$ cat config.mk
export PLATFORM = sky130hd
export DESIGN_NAME = ripple_count_monitor
export DESIGN_NICKNAME = d
export VERILOG_FILES = /design/src/rtl/ripple_count_monitor.sv
export SDC_FILE = /design/constraint.sdc
export NUM_CORES = 1
export LEC_CHECK = 0
export BUFFER_PORTS_ARGS = -buffer_cell sky130_fd_sc_hd__buf_4
export CAP_MARGIN = 30
export CORE_AREA = 3 3 74 55
export DETAILED_ROUTE_END_ITERATION = 10
export DIE_AREA = 0 0 77 58
export PLACE_DENSITY = 0.67
export REMOVE_ABC_BUFFERS = 1
export SYNTH_ARGS = -nofsm -noshare
export SYNTH_HDL_FRONTEND = slang
export SYNTH_SLANG_ARGS = --single-unit
$ cat constraint.sdc
create_clock -name clk -period 2.3 [get_ports clk]
set_clock_uncertainty 0.1 [all_clocks]
set_input_delay 0.46 -clock clk [delete_from_list [all_inputs] [get_ports clk]]
set_output_delay 0.46 -clock clk [all_outputs]
set_load 0.05 [all_outputs]
$ cat src/rtl/ripple_count_monitor.sv
// Samples the raw q bus of a 4-bit ripple down-counter into clk, accepts
// values only after they are stable, and flags pulses, wraps and skipped steps.
module ripple_count_monitor #(
    parameter int WIDTH      = 4,
    parameter int WRAP_W     = 8,
    parameter int STABLE_CNT = 2
) (
    input  logic              clk,
    input  logic              rst,
    input  logic [WIDTH-1:0]  cnt_in,
    input  logic              en,
    input  logic              clr_err,
    output logic [WIDTH-1:0]  cnt_val,
    output logic              cnt_upd,
    output logic              zero_pulse,
    output logic              wrap_pulse,
    output logic [WRAP_W-1:0] wrap_cnt,
    output logic              skip_err,
    output logic              tracking
);

    // state | meaning
    // IDLE  | monitor disabled, filter cleared, cnt_val/wrap_cnt hold
    // SEED  | waiting for the first stable value, loaded without a skip check
    // TRACK | following the count, checking each accepted step is a decrement

    typedef enum logic [1:0] {
        IDLE  = 2'd0,
        SEED  = 2'd1,
        TRACK = 2'd2
    } state_t;

    localparam int              RUN_W   = 3;
    localparam logic [RUN_W-1:0] RUN_MAX = RUN_W'(STABLE_CNT);
    localparam logic [RUN_W-1:0] RUN_ACC = RUN_W'(STABLE_CNT - 1);

    state_t state;
    state_t state_nxt;

    logic [WIDTH-1:0] s1;
    logic [WIDTH-1:0] s2;
    logic [WIDTH-1:0] cand;
    logic [RUN_W-1:0] run;

    logic             same;
    logic             accept;
    logic             acc_v;

    logic [WIDTH-1:0]  val_nxt;
    logic              upd_nxt;
    logic              zero_nxt;
    logic              wrap_nxt;
    logic [WRAP_W-1:0] wc_nxt;
    logic              skip_set;
    logic              skip_nxt;
    logic [WIDTH-1:0]  dec_val;

    // ------------------------------------------------------------------
    // Two-flop synchronizer and stability filter
    // ------------------------------------------------------------------
    assign same = (s2 == cand);

    // run saturates at STABLE_CNT, so the accept compare matches once per run
    always_comb begin
        accept = 1'b0;
        if (STABLE_CNT == 1) begin
            accept = !same || (run == '0);
        end else begin
            accept = same && (run == RUN_ACC);
        end
    end

    always_ff @(posedge clk) begin
        if (!rst) begin
            s1   <= '0;
            s2   <= '0;
            cand <= '0;
            run  <= '0;
        end else begin
            s1 <= cnt_in;
            s2 <= s1;
            if (state == IDLE) begin
                cand <= '0;
                run  <= '0;
            end else if (!same) begin
                cand <= s2;
                run  <= RUN_W'(1);
            end else if (run != RUN_MAX) begin
                run <= run + 1'b1;
            end
        end
    end

    // en is evaluated before an accept on the same edge
    assign acc_v = accept && en && (state != IDLE);

    // ------------------------------------------------------------------
    // FSM: state register
    // ------------------------------------------------------------------
    always_ff @(posedge clk) begin
        if (!rst) begin
            state <= IDLE;
        end else begin
            state <= state_nxt;
        end
    end

    // ------------------------------------------------------------------
    // FSM: next state
    // ------------------------------------------------------------------
    always_comb begin
        state_nxt = state;
        case (state)
            IDLE: begin
                if (en) begin
                    state_nxt = SEED;
                end
            end
            SEED: begin
                if (!en) begin
                    state_nxt = IDLE;
                end else if (acc_v) begin
                    state_nxt = TRACK;
                end
            end
            TRACK: begin
                if (!en) begin
                    state_nxt = IDLE;
                end
            end
            default: state_nxt = IDLE;
        endcase
    end

    // ------------------------------------------------------------------
    // FSM: output / datapath next values
    // ------------------------------------------------------------------
    assign dec_val = cnt_val - 1'b1;

    always_comb begin
        val_nxt  = cnt_val;
        upd_nxt  = 1'b0;
        zero_nxt = 1'b0;
        wrap_nxt = 1'b0;
        wc_nxt   = wrap_cnt;
        skip_set = 1'b0;
        if (acc_v) begin
            case (state)
                SEED: begin
                    val_nxt  = s2;
                    upd_nxt  = 1'b1;
                    zero_nxt = (s2 == '0);
                end
                TRACK: begin
                    // An equal value is a glitch that settled back; ignore it
                    if (s2 != cnt_val) begin
                        val_nxt  = s2;
                        upd_nxt  = 1'b1;
                        zero_nxt = (s2 == '0);
                        if (s2 == dec_val) begin
                            if (cnt_val == '0) begin
                                wrap_nxt = 1'b1;
                                wc_nxt   = wrap_cnt + 1'b1;
                            end
                        end else begin
                            skip_set = 1'b1;
                        end
                    end
                end
                default: begin
                    val_nxt = cnt_val;
                end
            endcase
        end
        skip_nxt = skip_set ? 1'b1 : (clr_err ? 1'b0 : skip_err);
    end

    // ------------------------------------------------------------------
    // Registered outputs
    // ------------------------------------------------------------------
    always_ff @(posedge clk) begin
        if (!rst) begin
            cnt_val    <= '0;
            cnt_upd    <= 1'b0;
            zero_pulse <= 1'b0;
            wrap_pulse <= 1'b0;
            wrap_cnt   <= '0;
            skip_err   <= 1'b0;
        end else begin
            cnt_val    <= val_nxt;
            cnt_upd    <= upd_nxt;
            zero_pulse <= zero_nxt;
            wrap_pulse <= wrap_nxt;
            wrap_cnt   <= wc_nxt;
            skip_err   <= skip_nxt;
        end
    end

    assign tracking = (state == TRACK);

endmodule

### After elaboration in Yosys (flattened, before gate mapping)

Index checks and enable logic that the tools add are counted.

| word-level totals | value |
|---|---|
| register bits after elaboration | 33 |
| output and inout bits | 17 |
| word-level logic and storage cells | 65 |

| operators by class | value |
|---|---|
| $add $sub $neg | 3 |
| eq/ne operators | 12 |
| multiplexer cells | 20 |
| bitwise logic cells | 2 |
| reductions and logical operators | 16 |

Operators by type and width:

| kind | number |
|---|---|
| 2-to-1 mux 1 bit | 11 |
| AND reduction 5 bit | 2 |
| adder 8 x 1 -> 8 bit, second input constant | 1 |
| equality test 4 bit | 2 |
| logical NOT 4 bit | 2 |
| 2-to-1 mux 2 bit | 4 |
| one-hot mux 4 bit (2 select lines) | 1 |
| one-hot mux 2 bit (3 select lines) | 1 |
| AND reduction 3 bit | 2 |
| nonzero test 2 bit | 3 |
| 2-to-1 mux 4 bit | 1 |
| != test 2 x 1 -> 1 bit, second input constant | 2 |
| != test 2 bit, second input constant | 2 |
| != test 4 bit | 1 |
| one-hot mux 1 bit (2 select lines) | 2 |
| subtractor 4 x 1 -> 4 bit, second input constant | 1 |
| adder 3 x 1 -> 3 bit, second input constant | 1 |
| equality test 3 x 1 -> 1 bit, second input constant | 1 |
| logical AND 1 bit | 3 |
| != test 3 x 2 -> 1 bit, second input constant | 1 |
| != test 3 bit, second input constant | 1 |
| OR reduction 3 bit | 1 |
| equality test 2 x 1 -> 1 bit, second input constant | 1 |
| equality test 2 bit, second input constant | 1 |
| other kinds (4) | 5 |

### Logic depth before layout (Yosys ltp)

Gate-level depths: netlist of the first run.

| logic depth | value |
|---|---|
| depth in word-level cells | 7 |
| depth in mapped cells | 8 |

### Least setup slack after synthesis of the first run

Ideal clock, no wire load.

| timing | value |
|---|---|
| path type | reg-to-reg |
| start | reg state[0] |
| end | reg wrap_cnt[6] |
| data arrival time | 2.323 ns |
| data required time | 2.129 ns |
| slack | -0.193 ns |
| cell stages (with the launch flop) | 8 |
| path buffers | 1 |
| period minus slack after synthesis | 2.493 ns |
| cells stage by stage | dfxtp_1 > inv_1 > ha_1 > o41a_2 > or3b_4 > clkbuf_8 > or4_1 > a21oi_1 |

| on the way | value |
|---|---|
| elaborated cells on any way between the ends | 4 |

RTL lines:

| what | line | RTL |
|---|---|---|
| start, declared | 37 | `state_t state;` |
| start signal, assigned | 104 | `state <= state_nxt;` |
| equality test 2 bit | - |  |
| net tracking | 19 | `output logic tracking` |
| AND reduction 5 bit (no line) | - |  |
| end signal, assigned | 194 | `wrap_cnt <= wc_nxt;` |
| end, declared | 17 | `output logic [WRAP_W-1:0] wrap_cnt,` |

The timed path passes the listed nets, and every way through them passes these cells.
A chain may end at the register's enable or synchronous reset.

### Worst setup path after layout of the first run

| timing | value |
|---|---|
| start | reg state[0] |
| end | reg wrap_cnt[5] |

| on the way | value |
|---|---|
| longest elaborated chain between the ends | 3 |
| elaborated cells on any way between the ends | 4 |

RTL lines:

| what | line | RTL |
|---|---|---|
| nonzero test 2 bit | 95 | `assign acc_v = accept && en && (state != IDLE);` |
| logical AND 1 bit | 95 |  |
| AND reduction 5 bit (no line) (*) | - |  |

Every way passes the cells marked *; elsewhere a longest branch is shown, timed or not.

==> impl_metrics.csv, run 1 <==
group,metric,value,unit
clock_tree,cts.clk_slew.worst_paths,70,ps
setup_path,startpoint,"state[0]",
synthesis,synth_top_area_cell,"dfxtp_1",
global_routing,grt_pass1_wl,5292,um
global_routing,grt_pass1_vias,1205,
setup_path,cp-end-kind,"flop",
power_and_ir_drop,power_density,627.9,nW/um^2
timing,slew_viol_final,0,
synthesis,synth_ff_type,"dfxtp_1",
timing,fmax,462.5,MHz
power_and_ir_drop,ir_drop,0.3247,mV
timing,tightest_slew,389.6,ps
timing,relSlewSlack,0.7400,
synthesis,syn_area_per_cell,9.357,um^2
setup_path,r2r-start,"state[0]",
drt,wirelength,3160,um
status,status,"finished, final reports clean",
layout,final_nets,209,
synthesis,ys_warn_count,0,
synthesis,synth_area,1525,um^2
global_routing,grt_use_total,0.1502,
clock_tree,cts_tree,"done",
drt,drt_pass1_iterations,5,
die,core,3446,um^2
place,dpl.cell_count,233,
setup_path,r2r.worst_path.cells,7,
timing,setup-violations-final,0,
die,io_pins,25,
die,die_x,77,um
drt,final_antenna_net_count,0,
setup_path,critical_path.max_stage_delay,510,ps
timing,period_needed,2162,ps
synthesis,synth.area.top_cells,"dfxtp_1 (43%), ha_1 (6.6%), and2_1 (5.7%), mux2i_1 (5.3%), xnor2_1 (4.0%)",
setup_path,cpMaxStageDelayCell,"or4_1",
setup_path,path_cells,"inv_1 -> ha_2 -> nor2_2 -> nand3_2 -> or3b_4 -> or4_1 -> a21oi_1",
setup_path,crit_end,"wrap_cnt[5]",
drt,route.detailed.drc,0,
clock_tree,cts.htree.levels,2,
global_routing,grt_max_degree,23,
hold_path,hold_class,"input port to flop",
setup_path,worstPathArrival,2260,ps
power_and_ir_drop,power,1.204,mW
drt,drt_iter0_drc,134,
place,routabilityCongestion,0.7249,
synthesis,synthArstFlopShare,0,
synthesis,synth_edf_count,0,
setup_path,r2r_slack,140,ps
layout,diodes,0,
place,port_buffers,24,
setup_path,worstReg2RegEnd,"wrap_cnt[5]",
clock_tree,cts_root_buf,"clkbuf_8",
clock_tree,cts_buffers,5,
layout,layout-drive-gt1-share,0.2642,
die,die-area,4466,um^2
die,die_y,58,um
power_and_ir_drop,p_leak,0.7719,nW
global_routing,gr-total-overflow,0,
synthesis,synth_cell_types,31,
synthesis,yosysSeqAreaShare,0.4331,
job,drv_cap,0,
layout,stdcell_count,243,
die,start_util,0.4426,
drt,post_drt_wl_per_cell,13.00,um
timing,grt_setup_unrepaired,"false",
drt,viasPerCell,5.119,
layout,syn2layout_area_growth,25.68,%
global_routing,antenna_found_initial,0,
timing,hold_violations,0,
synthesis,syn_inst,163,
timing,post-route-period-util,0.9400,
die,rows,18,
clock_tree,clockBufferDepth,2,
clock_tree,clkSinkCount,33,
setup_path,crit_path_start_kind,"flop",
drt,vias,1244,
place,place_hpwl,2208,um
clock_tree,clkLatencyLatePin,280,ps
synthesis,synth_top_area_share,0.4331,
synthesis,ys_ff_latch,33,
setup_path,path_class,"flop to flop",
hold_path,hold_depth,2,
setup_path,cp_data_required_time,2400,ps
setup_path,cp_max_fo,6,
-- cell usage in the layout, fill, tap and decap left out, drive strengths merged, types with 2 or more instances in the layout --
cell type  instances
dfxtp             33
buf               28
nand2             14
and2              14
inv                9
a21oi              9
mux2i              8
nor2               8
ha                 8
xnor2              7
o31ai              7
nand3              7
or4                6
clkbuf             5
xor2               5
nor3               3
nand2b             3
o21a               2
and3               2
or3b               2
a211oi             2
-- timing repair --
item / 4_1_cts / 5_1_grt
buffers inserted: 0 / 2
setup endpoints to repair: 0 / 7
hold buffers: 0 / 0
resized for setup: 0 / 13
-- cell usage after synthesis (all sizes together) (2+ instances only) --
cell type / count
a21oi: 9
or4: 6
and2: 14
nand2b: 3
clkbuf: 5
dfxtp: 33
a211oi: 2
nand3: 7
and3: 2
nor2: 8
nor3: 3
inv: 9
o21a: 2
o31ai: 7
ha: 8
xor2: 5
nand2: 14
mux2i: 8
xnor2: 7
-- worst min path at each step --
stage	end	start
2_1_floorplan	s2[0]	s1[0]
3_3_place_gp	s2[0]	s1[0]
3_5_place_dp	s2[3]	s1[3]
4_1_cts	s1[2]	cnt_in[2]
5_1_grt	s1[2]	cnt_in[2]
6_report	s1[2]	cnt_in[2]
-- metal layers --
layer,part of all wire,GRT usage
met4,0.011,0.06091
met5,0,0
met2,0.47,0.2531
met1,0.47,0.1836
met3,0.048,0.04348
-- state kept, by name, indices dropped and copies added, names as in the netlist --
register,cells
cnt_val,4
cnt_upd,1
cand,4
wrap_pulse,1
state,2
run,3
s2,4
wrap_cnt,8
skip_err,1
zero_pulse,1
s1,4
-- where the power goes --
group          total (mW)  internal (mW)  switching [mW]
combinational      0.0897         0.0400          0.0497
sequential          0.597          0.585          0.0116
clock               0.517          0.315           0.203
-- metrics by stage --
stage | utilization | instance area, um^2 | hold slack (ps) | setup WS, ps | setup TNS, ps
after floorplan | - | 1491 | 311.8 | -121.9 | -664.3
final | 0.5563 | 1917 | 287.6 | 138.0 | 0
after global placement | 0.5076 | 1749 | 313.7 | 122.6 | 0
after global routing | 0.5563 | 1917 | 283.5 | 12.19 | 0
after detailed placement | 0.5076 | 1749 | 321.7 | 46.38 | 0
after CTS | 0.5378 | 1853 | 279.3 | 16.29 | 0
-- cell families (layout without fill, tap and decap cells) --
| kind of cell | Yosys count | in the layout | share of synthesized area |
|---|---|---|---|
| flops | 33 | 33 | 0.4331 |
| xor+xnor | 12 | 12 | 0.06891 |
| compound gates | 25 | 25 | 0.1132 |
| buf+inv | 15 | 44 | 0.04429 |
| mux | 8 | 8 | 0.05250 |
| fa+ha+maj | 8 | 8 | 0.06563 |
| simple gates | 62 | 63 | 0.2223 |
-- cell type report --
class | instances | area, um^2
well taps | 50 | 62.56
repair buffers | 28 | 210.2
multi-input cells | 116 | 838.3
clock buffers | 5 | 68.82
inverters | 9 | 33.78
clock inverters | 2 | 35.03
flip-flops and latches | 33 | 668.1
fillers | 312 | 1529
-- critical path, delay by kind of cell, from the launching register on --
kind	cells	cell delay (ps)
buffers and inverters	1	70
AND/OR/NAND/NOR	4	1180
AO/OA/AOI/OAI	1	160
flip-flops	1	340
adder cells (fa/ha/maj)	1	220
No activity file was read; power rests on OpenSTA's default activity.
==> run 2: changes to the inputs <==
- PLACE_DENSITY: 0.67 -> not set
==> run 2 against run 1 <==
Net effect: fmax down 0.14%; routed wire length fell by 2.7%; clock power is 2% lower; count of clock-buffer cells in the layout stayed put; utilization is 1.3 points lower; worst hold slack worse by 0.80 ps; first-iteration DRC count down 49%; power down 1.2%; cell count is 0.41% lower; largest power group unchanged.
==> impl_metrics.csv, run 2 (synthesis results as in run 1) <==
group,metric,value,unit
layout,regMostFlops,"wrap_cnt",
drt,final_antenna_net_count,0,
setup_path,cp_data_required_time,2400,ps
clock_tree,clkLatencyLatePin,270,ps
place,dpl.cell_count,233,
global_routing,grt_pass1_wl,5126,um
timing,post-route-period-util,0.9413,
timing,grt_setup_unrepaired,"false",
layout,design_area,1872,um^2
setup_path,critical_path.max_stage_delay,510,ps
timing,hold_violations,0,
clock_tree,cts_root_buf,"clkbuf_8",
job,drv_cap,0,
layout,diodes,0,
clock_tree,clkSinkCount,33,
drt,viasPerCell,5.017,
layout,final_common_cell,"dfxtp_1",
clock_tree,cts_tree,"done",
layout,final_nets,208,
timing,tns,0,ps
clock_tree,clockBufferDepth,2,
setup_path,cp_max_fo,8,
place,port_buffers,24,
clock_tree,cts_hold_buf,0,
power_and_ir_drop,power_density,635.5,nW/um^2
place,routabilityCongestion,0.7453,
die,die-area,4466,um^2
global_routing,antenna_found_initial,0,
die,io_pins,25,
clock_tree,cts.htree.levels,2,
status,status,"finished, final reports clean",
drt,wirelength,3074,um
die,start_util,0.4426,
timing,period_needed,2165,ps
die,core,3446,um^2
setup_path,crit_path_start_kind,"flop",
setup_path,cp-end-kind,"flop",
layout,post-route-util,0.5432,
power_and_ir_drop,p_leak,0.7669,nW
timing,relSlewSlack,0.7359,
global_routing,grt_use_total,0.1441,
place,place_hpwl,2191,um
layout,fill_cells,323,
timing,tightest_slew,395.6,ps
drt,drt_pass1_iterations,4,
drt,route.detailed.drc,0,
die,rows,18,
layout,mostFrequentLayoutCells,"dfxtp_1 (30), buf_4 (27), nand2_1 (14), and2_1 (14)",
clock_tree,cts_buffers,5,
drt,vias,1214,
setup_path,path_class,"flop to flop",
global_routing,gr-total-overflow,0,
layout,syn2layout_area_growth,22.72,%
die,die_y,58,um
global_routing,grt_max_degree,23,
die,die_x,77,um
timing,setup-violations-final,0,
global_routing,grt_pass1_vias,1157,
layout,layout-drive-gt1-share,0.2188,
layout,largest_register_ffs,8,
hold_path,hold_class,"input port to flop",
setup_path,cpMaxStageDelayCell,"or4_1",
setup_path,path_cells,"inv_1 -> ha_2 -> nor2_1 -> nand3_1 -> or3b_4 -> or4_1 -> a21oi_1",
power_and_ir_drop,ir_drop,0.3811,mV
timing,slew_viol_final,0,
layout,stdcell_count,242,
clock_tree,cts.clk_slew.worst_paths,60,ps
place,placed_cell_area,1749,um^2
setup_path,worstPathArrival,2270,ps
drt,drt_iter0_drc,68,
drt,post_drt_wl_per_cell,12.70,um
timing,fmax,461.9,MHz
-- run 2: metal layers --
metal,global-route usage,vias to the layer above,wire [um]
met5,0,-,0
met4,0.05330,0,32
met3,0.04658,5,137
met2,0.2382,24,1424
met1,0.1784,564,1480
li1,-,621,-
-- run 2: what timing repair did --
action | 4_1_cts | 5_1_grt
endpoints found under the setup margin | 0 | 4
resized for setup | 0 | 4
setup buffers | 0 | 2
-- run 2: final timing paths --
| path | startpoint | to | slack [ps] | cells past startpoint |
|---|---|---|---|---|
| worst min-delay path | cnt_in[2] | s1[2] | 290 | 2 |
| worst max register to register | state[0] | wrap_cnt[7] | 140 | 7 |
| worst max-delay path | state[0] | wrap_cnt[7] | 140 | 7 |
| worst min register to register | s1[1] | s2[1] | 340 | 1 |
-- run 2: metrics by stage --
stage	total power, mW	hold WS [ps]	worst slack [ps]
after global routing	1.246	290.1	22.08
after CTS	1.205	278.7	56.74
after detailed placement	0.6918	323.7	109.3
after global placement	0.6887	320.1	135.5
final	1.190	286.8	135.0
after floorplan	0.6611	311.8	-121.9
-- run 2: layout make-up --
type,count,area [um^2],share of cell area
multi-input cells,115,799.5,0.4271
repair buffers,28,207.7,0.1110
clock buffers,5,68.82,0.03676
clock inverters,2,35.03,0.01872
well taps,50,62.56,0.03342
inverters,9,33.78,0.01805
flip-flops and latches,33,664.4,0.3549
-- run 2: worst max-delay path, delay by kind of cell (launching register included) --
family	cells	cell delay (ps)
simple gates	4	1170
flops	1	350
fa+ha+maj	1	220
compound gates	1	160
buf+inv	1	80
-- run 2: where the power goes --
group / total [mW] / switching, mW / internal, mW
combinational: 0.0846 / 0.0460 / 0.0386
clock: 0.509 / 0.194 / 0.314
sequential: 0.596 / 0.0115 / 0.585
total: 1.19 / 0.252 / 0.938
==> run 3: changes to the inputs <==
- CORE_AREA: 3 3 74 55 -> 3 3 90 66
- DIE_AREA: 0 0 77 58 -> 0 0 93 69
==> run 3 against run 2 <==
Net effect: setup slack improved by 18 ps; non-clock buffer count is 2 higher; largest cell class unchanged; die area rose by 44%; via count is 0.16% higher; utilization decreased by 16 points; sequential power is essentially flat; register-to-register slack improved by 20 ps; global-route usage fell by 4.1 points; sequential cell count stayed put; cell count up 11%; critical path type unchanged.
==> impl_metrics.csv, run 3 (synthesis results as in run 1) <==
group,metric,value,unit
status,status,"finished, final reports clean",
place,dp_slack,26.06,ps
layout,design_area,1971,um^2
hold_path,hold_depth,2,
setup_path,path_class,"flop to flop",
hold_path,worstHoldEndpoint,"s1[3]",
setup_path,cpMaxStageDelayCell,"or4_1",
clock_tree,clockBufferDepth,2,
layout,largest_register_ffs,8,
clock_tree,clkLatencyLatePin,290,ps
clock_tree,cts_tree,"done",
setup_path,r2r-start,"s2[1]",
clock_tree,clkSinkCount,33,
layout,layout-drive-gt1-share,0.2449,
drt,drt_pass1_iterations,4,
timing,relSlewSlack,0.7302,
layout,multi_input_area,824.5,um^2
clock_tree,cts.htree.levels,2,
drt,route.detailed.drc,0,
power_and_ir_drop,power,1.329,mW
timing,period_needed,2147,ps
die,io_pins,25,
global_routing,grt_max_degree,23,
layout,regMostFlops,"wrap_cnt",
die,die_y,69,um
clock_tree,cts_buffers,5,
layout,mostFrequentLayoutCells,"dfxtp_1 (31), buf_4 (30), nand2_1 (14), and2_1 (14), inv_1 (9)",
global_routing,antenna_found_initial,0,
setup_path,worstPathArrival,2260,ps
timing,setup_ws,153.4,ps
layout,syn2layout_area_growth,29.20,%
clock_tree,cts.clk_slew.worst_paths,70,ps
timing,tightest_slew,404.3,ps
global_routing,gr-total-overflow,0,
setup_path,critical_path.max_stage_delay,520,ps
place,place_hpwl,2187,um
clock_tree,cts_root_buf,"clkbuf_8",
drt,final_antenna_net_count,0,
timing,fmax,465.8,MHz
timing,whs,277.9,ps
setup_path,cp_data_required_time,2420,ps
timing,grt_setup_unrepaired,"false",
setup_path,crit_path_start_kind,"flop",
global_routing,grt_pass1_wl,5188,um
global_routing,grt_use_total,0.1028,
power_and_ir_drop,power_density,674.5,nW/um^2
layout,seqCellArea,663.1,um^2
drt,viasPerCell,4.537,
die,rows,22,
setup_path,cp_max_fo,8,
die,start_util,0.2947,
clock_tree,cts_hold_buf,0,
drt,post_drt_wl_per_cell,11.41,um
drt,vias,1216,
layout,final_nets,211,
timing,hold_violations,0,
layout,diodes,0,
place,routabilityCongestion,0.7931,
power_and_ir_drop,p_leak,0.7968,nW
setup_path,worstReg2RegEnd,"wrap_cnt[3]",
timing,tns,0,ps
global_routing,grt_pass1_vias,1094,
setup_path,r2r.worst_path.cells,5,
place,placed_cell_area,1807,um^2
place,port_buffers,24,
hold_path,hold_class,"input port to flop",
die,die-area,6417,um^2
setup_path,r2r_slack,150,ps
drt,wirelength,3058,um
hold_path,min-delay-start,"cnt_in[3]",
layout,fill_cells,549,
job,drv_cap,0,
drt,drt_iter0_drc,62,
place,dpl.cell_count,259,
timing,post-route-period-util,0.9333,
clock_tree,cts_setup_buffers,0,
timing,slew_viol_final,0,
layout,post-route-util,0.3808,
layout,final_common_cell,"dfxtp_1",
timing,setup-violations-final,0,
setup_path,cp-end-kind,"flop",
power_and_ir_drop,ir_drop,0.3162,mV
setup_path,path_cells,"xnor2_1 -> nand4_1 -> or3b_4 -> or4_1 -> a21oi_1",
die,die_x,93,um
die,core,5175,um^2
layout,stdcell_count,268,
run 3: worst max path at each step:
stage	from	to	depth (start not counted)
4_1_cts	s2[3]	wrap_cnt[3]	5
6_report	s2[1]	wrap_cnt[3]	5
2_1_floorplan	state[0]	wrap_cnt[3]	6
3_3_place_gp	cnt_val[0]	wrap_cnt[4]	7
3_5_place_dp	cnt_val[1]	wrap_cnt[3]	7
5_1_grt	s2[2]	wrap_cnt[5]	5
run 3: area by class of cell:
| class | instances | area share |
|---|---|---|
| multi-input cells | 116 | 0.4184 |
| flip-flops and latches | 33 | 0.3365 |
| repair buffers | 30 | 0.1143 |
| well taps | 72 | 0.04571 |
| clock buffers | 5 | 0.03492 |
| clock inverters | 3 | 0.03302 |
| inverters | 9 | 0.01714 |
run 3: metal layers:
layer | track usage | vias up | part of all wire | routed length, um
li1 | - | 627 | - | -
met3 | 0.03817 | 6 | 0.077 | 235
met1 | 0.1554 | 544 | 0.51 | 1560
met2 | 0.1261 | 39 | 0.40 | 1216
met5 | 0 | - | 0 | 0
met4 | 0.04390 | 0 | 0.015 | 46
run 3: repair_timing:
item | CTS | global route
gates cloned | 0 | 1
pin swaps | 0 | 2
endpoints found under the hold margin | 0 | 0
setup endpoints to repair | 1 | 6
resized for setup | 1 | 5
run 3: critical path: cells and delay by family (launching register included):
family	cells	cell delay [ps]
simple gates	3	1180
xor+xnor	1	170
compound gates	1	150
flops	1	480
run 3: power breakdown:
part           leakage [nW]  switching (mW)  internal (mW)
logic                 0.460          0.0478         0.0395
registers             0.269          0.0103          0.584
clock network        0.0681           0.217          0.430
total                 0.797           0.275           1.05
